[config.mk]
export PLATFORM = sky130hd
export DESIGN_NAME = slot_stopper
export DESIGN_NICKNAME = d
export VERILOG_FILES = /design/src/rtl/slot_stopper.sv
export SDC_FILE = /design/constraint.sdc
export NUM_CORES = 1
export LEC_CHECK = 0
export ABC_AREA = 1
export CORE_ASPECT_RATIO = 1.4
export CORE_MARGIN = 3
export CORE_UTILIZATION = 35
export CTS_CLUSTER_DIAMETER = 150
export DETAILED_ROUTE_END_ITERATION = 10
export GPL_TIMING_DRIVEN = 0
export PLACE_DENSITY = 0.54
export REMOVE_ABC_BUFFERS = 1
export SYNTH_ARGS = -nofsm -noshare
export SYNTH_HDL_FRONTEND = slang
export SYNTH_SLANG_ARGS = --single-unit
[constraint.sdc]
create_clock -name clk -period 3.1 [get_ports clk]
set_input_delay 0.62 -clock clk [delete_from_list [all_inputs] [get_ports clk]]
set_output_delay 0.62 -clock clk [all_outputs]
set_load 0.02 [all_outputs]
[src/rtl/slot_stopper.sv]
// Three-reel slot stopper: synchronized button/reel-tick inputs, a five-state
// stop sequencer, modulo reel counters and registered win flags.
module slot_stopper #(
    parameter int DIGIT_MAX   = 9,
    parameter int SYNC_STAGES = 2
) (
    input  logic       clk,
    input  logic       rst,
    input  logic       gameselect,
    input  logic       btn2,
    input  logic       gameout1,
    input  logic       gameout2,
    input  logic       gameout3,
    output logic [3:0] reel1,
    output logic [3:0] reel2,
    output logic [3:0] reel3,
    output logic [2:0] running,
    output logic       done,
    output logic       win_jackpot,
    output logic       win_pair
);

    // state  | meaning
    // IDLE   | game off, reels frozen
    // SPIN   | all three reels advancing
    // STOP1  | reel1 frozen, reels 2 and 3 advancing
    // STOP2  | reels 1 and 2 frozen, reel3 advancing
    // RESULT | all reels frozen, win flags valid
    typedef enum logic [2:0] {
        IDLE   = 3'd0,
        SPIN   = 3'd1,
        STOP1  = 3'd2,
        STOP2  = 3'd3,
        RESULT = 3'd4
    } state_t;

    localparam logic [3:0] DMAX = 4'(DIGIT_MAX);

    // Index 0 is the button, 1..3 are the reel ticks.
    logic [3:0]             raw;
    logic [SYNC_STAGES-1:0] sync_q [4];
    logic [3:0]             edge_q;
    logic [3:0]             pulse;

    state_t          state_q, state_d;
    logic [2:0][3:0] reel_q, reel_d;
    logic            jp_q, jp_d;
    logic            pair_q, pair_d;
    logic [2:0]      run_c;
    logic [2:0]      stop_m;
    logic [2:0]      adv;
    logic            btn_p;
    logic            jp_c, pair_c;

    assign raw = {gameout3, gameout2, gameout1, btn2};

    always_ff @(posedge clk) begin
        if (rst) begin
            for (int i = 0; i < 4; i++) sync_q[i] <= '0;
            edge_q <= '0;
        end else begin
            for (int i = 0; i < 4; i++) begin
                sync_q[i] <= {sync_q[i][SYNC_STAGES-2:0], raw[i]};
                edge_q[i] <= sync_q[i][SYNC_STAGES-1];
            end
        end
    end

    always_comb begin
        pulse = '0;
        for (int i = 0; i < 4; i++) pulse[i] = sync_q[i][SYNC_STAGES-1] & ~edge_q[i];
    end

    assign btn_p = pulse[0];

    function automatic logic [3:0] bump(input logic [3:0] v);
        return (v == DMAX) ? 4'd0 : v + 4'd1;
    endfunction

    // Reel3 cannot advance on the cycle that enters RESULT, so its current
    // value is already the final one.
    assign jp_c   = (reel_q[0] == reel_q[1]) && (reel_q[1] == reel_q[2]);
    assign pair_c = !jp_c && ((reel_q[0] == reel_q[1]) || (reel_q[1] == reel_q[2]) ||
                              (reel_q[0] == reel_q[2]));

    always_comb begin
        run_c  = 3'b000;
        stop_m = 3'b000;
        case (state_q)
            SPIN:    begin run_c = 3'b111; stop_m = {2'b00, btn_p}; end
            STOP1:   begin run_c = 3'b110; stop_m = {1'b0, btn_p, 1'b0}; end
            STOP2:   begin run_c = 3'b100; stop_m = {btn_p, 2'b00}; end
            default: begin run_c = 3'b000; stop_m = 3'b000; end
        endcase
    end

    // A stop pulse beats a tick on the reel it freezes.
    assign adv = gameselect ? (run_c & ~stop_m & pulse[3:1]) : 3'b000;

    always_comb begin
        state_d = state_q;
        jp_d    = jp_q;
        pair_d  = pair_q;
        reel_d  = reel_q;
        for (int i = 0; i < 3; i++) begin
            if (adv[i]) reel_d[i] = bump(reel_q[i]);
        end
        if (!gameselect) begin
            state_d = IDLE;
            jp_d    = 1'b0;
            pair_d  = 1'b0;
        end else begin
            case (state_q)
                IDLE:  if (btn_p) state_d = SPIN;
                SPIN:  if (btn_p) state_d = STOP1;
                STOP1: if (btn_p) state_d = STOP2;
                STOP2: if (btn_p) begin
                    state_d = RESULT;
                    jp_d    = jp_c;
                    pair_d  = pair_c;
                end
                RESULT: if (btn_p) begin
                    state_d = SPIN;
                    jp_d    = 1'b0;
                    pair_d  = 1'b0;
                end
                default: state_d = IDLE;
            endcase
        end
    end

    always_ff @(posedge clk) begin
        if (rst) begin
            state_q <= IDLE;
            reel_q  <= '0;
            jp_q    <= 1'b0;
            pair_q  <= 1'b0;
        end else begin
            state_q <= state_d;
            reel_q  <= reel_d;
            jp_q    <= jp_d;
            pair_q  <= pair_d;
        end
    end

    assign reel1       = reel_q[0];
    assign reel2       = reel_q[1];
    assign reel3       = reel_q[2];
    assign running     = run_c;
    assign done        = (state_q == RESULT);
    assign win_jackpot = jp_q;
    assign win_pair    = pair_q;

endmodule
==> results.tsv <==
metric	value	unit
outcome	finished clean	
post-synth top area cell	dfxtp_1	
Post-synth ARST share	0	
die area	0.005072	mm2
GRT Total Usage	0.1478	
CTS root buf	clkbuf_8	
core area	0.004020	mm2
detailed-route wire length	3.337	mm
Synth Instances	228	
flops & latches, synth	29	
Top FF cell, synth	dfxtp_1	
Post-CTS Hold Fix Bufs	0	
crit path launch type	flop	
worst clock skew	2.854	ps
number of CTS-inserted buffers	5	
Layout Area Growth over Synthesis	24.85	%
Sum Neg Setup Slack	0	ps
CP Data Required Time	2480	ps
Max Transition Viols Final	0	
maximum buffer depth of the clock tree	2	
worst vdd ir	0.3094	mV
Clock Sink Count	29	
ant diodes	0	
# port buffers	24	
detailed placement HPWL	2.581	mm
Max H-tree Level	2	
share of post-route cells with drive strength above 1	0.08527	
routed length per placed instance	11.09	um
gpl congestion	0.8164	
worst skew pair latency	280	ps
Hold Crit Class	flop to flop	
# Post-CTS Setup Buffers	0	
top cells by area, synth	dfxtp_1 (39%), nand2_1 (17%), inv_1 (9.9%)	
Setup violations, final	0	
Vias/cell	4.698	
sequential element share of the synthesized area	0.3909	
Max Clk Rate	442.5	MHz
Chip Height	83.08	um
Clock transition at path regs	60	ps
Worst setup EP type	primary output	
Min Clock Period, post-route	2260	ps
Critical Path AT	1640	ps
layout filler cell count	423	
initial antenna violation count	0	
LEAKAGE	0.8246	nW
fin crit share	0.7290	
number of remaining DRC errors	0	
Slew @ Worst Pin	754.7	ps
RSZ-0062 raised after global routing	no	
number of flops mapped to enable cells by yosys	0	
Mean Syn Cell Area	6.514	um2
drt pass-1 iters	4	
Slew HR	0.4953	
max-cap viol count	0	
P per Cell Area	386.5	mW/mm2
Multi-input gate area	735.7	um2
Initial Utilization	0.3694	
top cell type's share of synthesized area	0.3909	
Syn Std Cell Area	0.001485	mm2
post-CTS resize count	0	
number of global-route vias before repair	1308	
I/O pins	25	
1st-iter DRT viols	38	
GRT Residual Overflow	0	
largest net degree at the start of global routing	20	
crit-path max FO	6	
Synth cell types	23	
placed cell count	293	
vias	1414	
crit path kind	flop to primary output	
antenna-violating nets left	0	
Die Wd	61.06	um
TritonCTS clock tree	built	
register area	580.6	um2
Synthesis Warnings	0	
first-pass GRT wire length	5.685	mm
post-route insts no fill	301	
floorplan row count	27	
final-stage net count	264	
Hold Fails Final Rpt	0	
-- cells in the final DEF, fill, tap and decap left out --
cell type        count
nor3b_2              2
o21ai_2              1
clkinv_2             2
nor2_4               1
nor2_8               1
inv_1               39
clkbuf_8             5
nor3_1               2
nor2_1              31
or2_1                1
nor3_2               1
nand3_1             13
inv_2                4
clkbuf_1             1
a21oi_2              1
a221oi_1             1
nand2_4              3
xor2_1               2
a21oi_1             14
nand2_1             69
nand3b_2             1
o211ai_1             1
nand4_1              1
dfxtp_1             29
o21ai_0              8
clkdlybuf4s50_1     24
-- path summary, 6_finish.rpt --
check	startpoint	depth (start not counted)	slack, ps	to
setup / recovery	state_q[2]$_SDFFE_PP0P_	4	840	running[1]
hold / removal	sync_q[1][0]$_SDFF_PP0_	2	400	sync_q[1][1]$_SDFF_PP0_
hold reg to reg	sync_q[1][0]$_SDFF_PP0_	2	400	sync_q[1][1]$_SDFF_PP0_
setup reg to reg	sync_q[0][1]$_SDFF_PP0_	8	1690	reel3[2]$_SDFFE_PP0P_
-- metal layers --
metal / vias up / GRT usage / share of wire
met2: 30 / 0.2389 / 0.51
li1: 750 / - / -
met4: 0 / 0.06903 / 0.024
met3: 6 / 0.03733 / 0.033
met1: 628 / 0.1753 / 0.43
met5: - / 0 / 0
-- through the flow --
stage | cell area, um2 | hold slack, ps | utilization | power (W) | setup slack [ps]
2_1_floorplan | 1478 | 388.3 | - | 0.0004089 | 1688
3_3_place_gp | 1772 | 389.1 | 0.4407 | 0.0004269 | 761.8
3_5_place_dp | 1772 | 395.9 | 0.4407 | 0.0004273 | 778.7
4_1_cts | 1854 | 405.2 | 0.4613 | 0.0007316 | 813.7
5_1_grt | 1854 | 425.1 | 0.4613 | 0.0007482 | 749.8
6_report | 1854 | 400.1 | 0.4613 | 0.0007167 | 840.1
-- power by group --
part	leakage (nW)	total, W	switching (W)	internal (W)
registers	0.236	0.000382	0.00000269	0.000379
clock network	0.0450	0.000298	0.000143	0.000155
logic	0.544	0.0000364	0.0000212	0.0000152
total	0.825	0.000717	0.000167	0.000550
-- flip-flops by register name, indices dropped and copies added (netlist names) --
name / count
win_jackpot: 1
win_pair: 1
sync_q: 8
edge_q: 4
reel2: 4
reel3: 4
reel1: 4
state_q: 3
-- area by class of cell --
| class | count | share of cell area |
|---|---|---|
| Clock buffer | 6 | 0.03914 |
| Clock inverter | 2 | 0.005398 |
| Inverter | 43 | 0.08704 |
| Multi-Input combinational cell | 154 | 0.3968 |
| Sequential cell | 29 | 0.3131 |
| Tap cell | 43 | 0.02901 |
| Timing Repair Buffer | 24 | 0.1296 |
-- kinds of logic (layout without fill, tap and decap cells) --
family / count (synthesis) / count (layout) / share of synthesized area
simple gates: 126 / 126 / 0.3867
buf+inv: 45 / 75 / 0.1137
flops: 29 / 29 / 0.3909
compound gates: 26 / 26 / 0.09689
xor+xnor: 2 / 2 / 0.01180
-- synthesized netlist by cell type, types with 2 or more instances --
cell type   n
inv_1      39
nor3_1      2
clkbuf_1    2
o21ai_0     8
nand2_1    69
a21oi_1    14
nor3b_2     2
dfxtp_1    29
nand2_4     3
xor2_1      2
nor2_1     31
inv_2       4
nand3_1    13
-- worst max-delay path, stage by stage (launching register included) --
cell and delay, ps:
dfxtp_1 330, inv_2 120, nand3_1 150, o21ai_2 120, clkdlybuf4s50_1 640
Note: power is estimated with default switching activity, not from simulation.
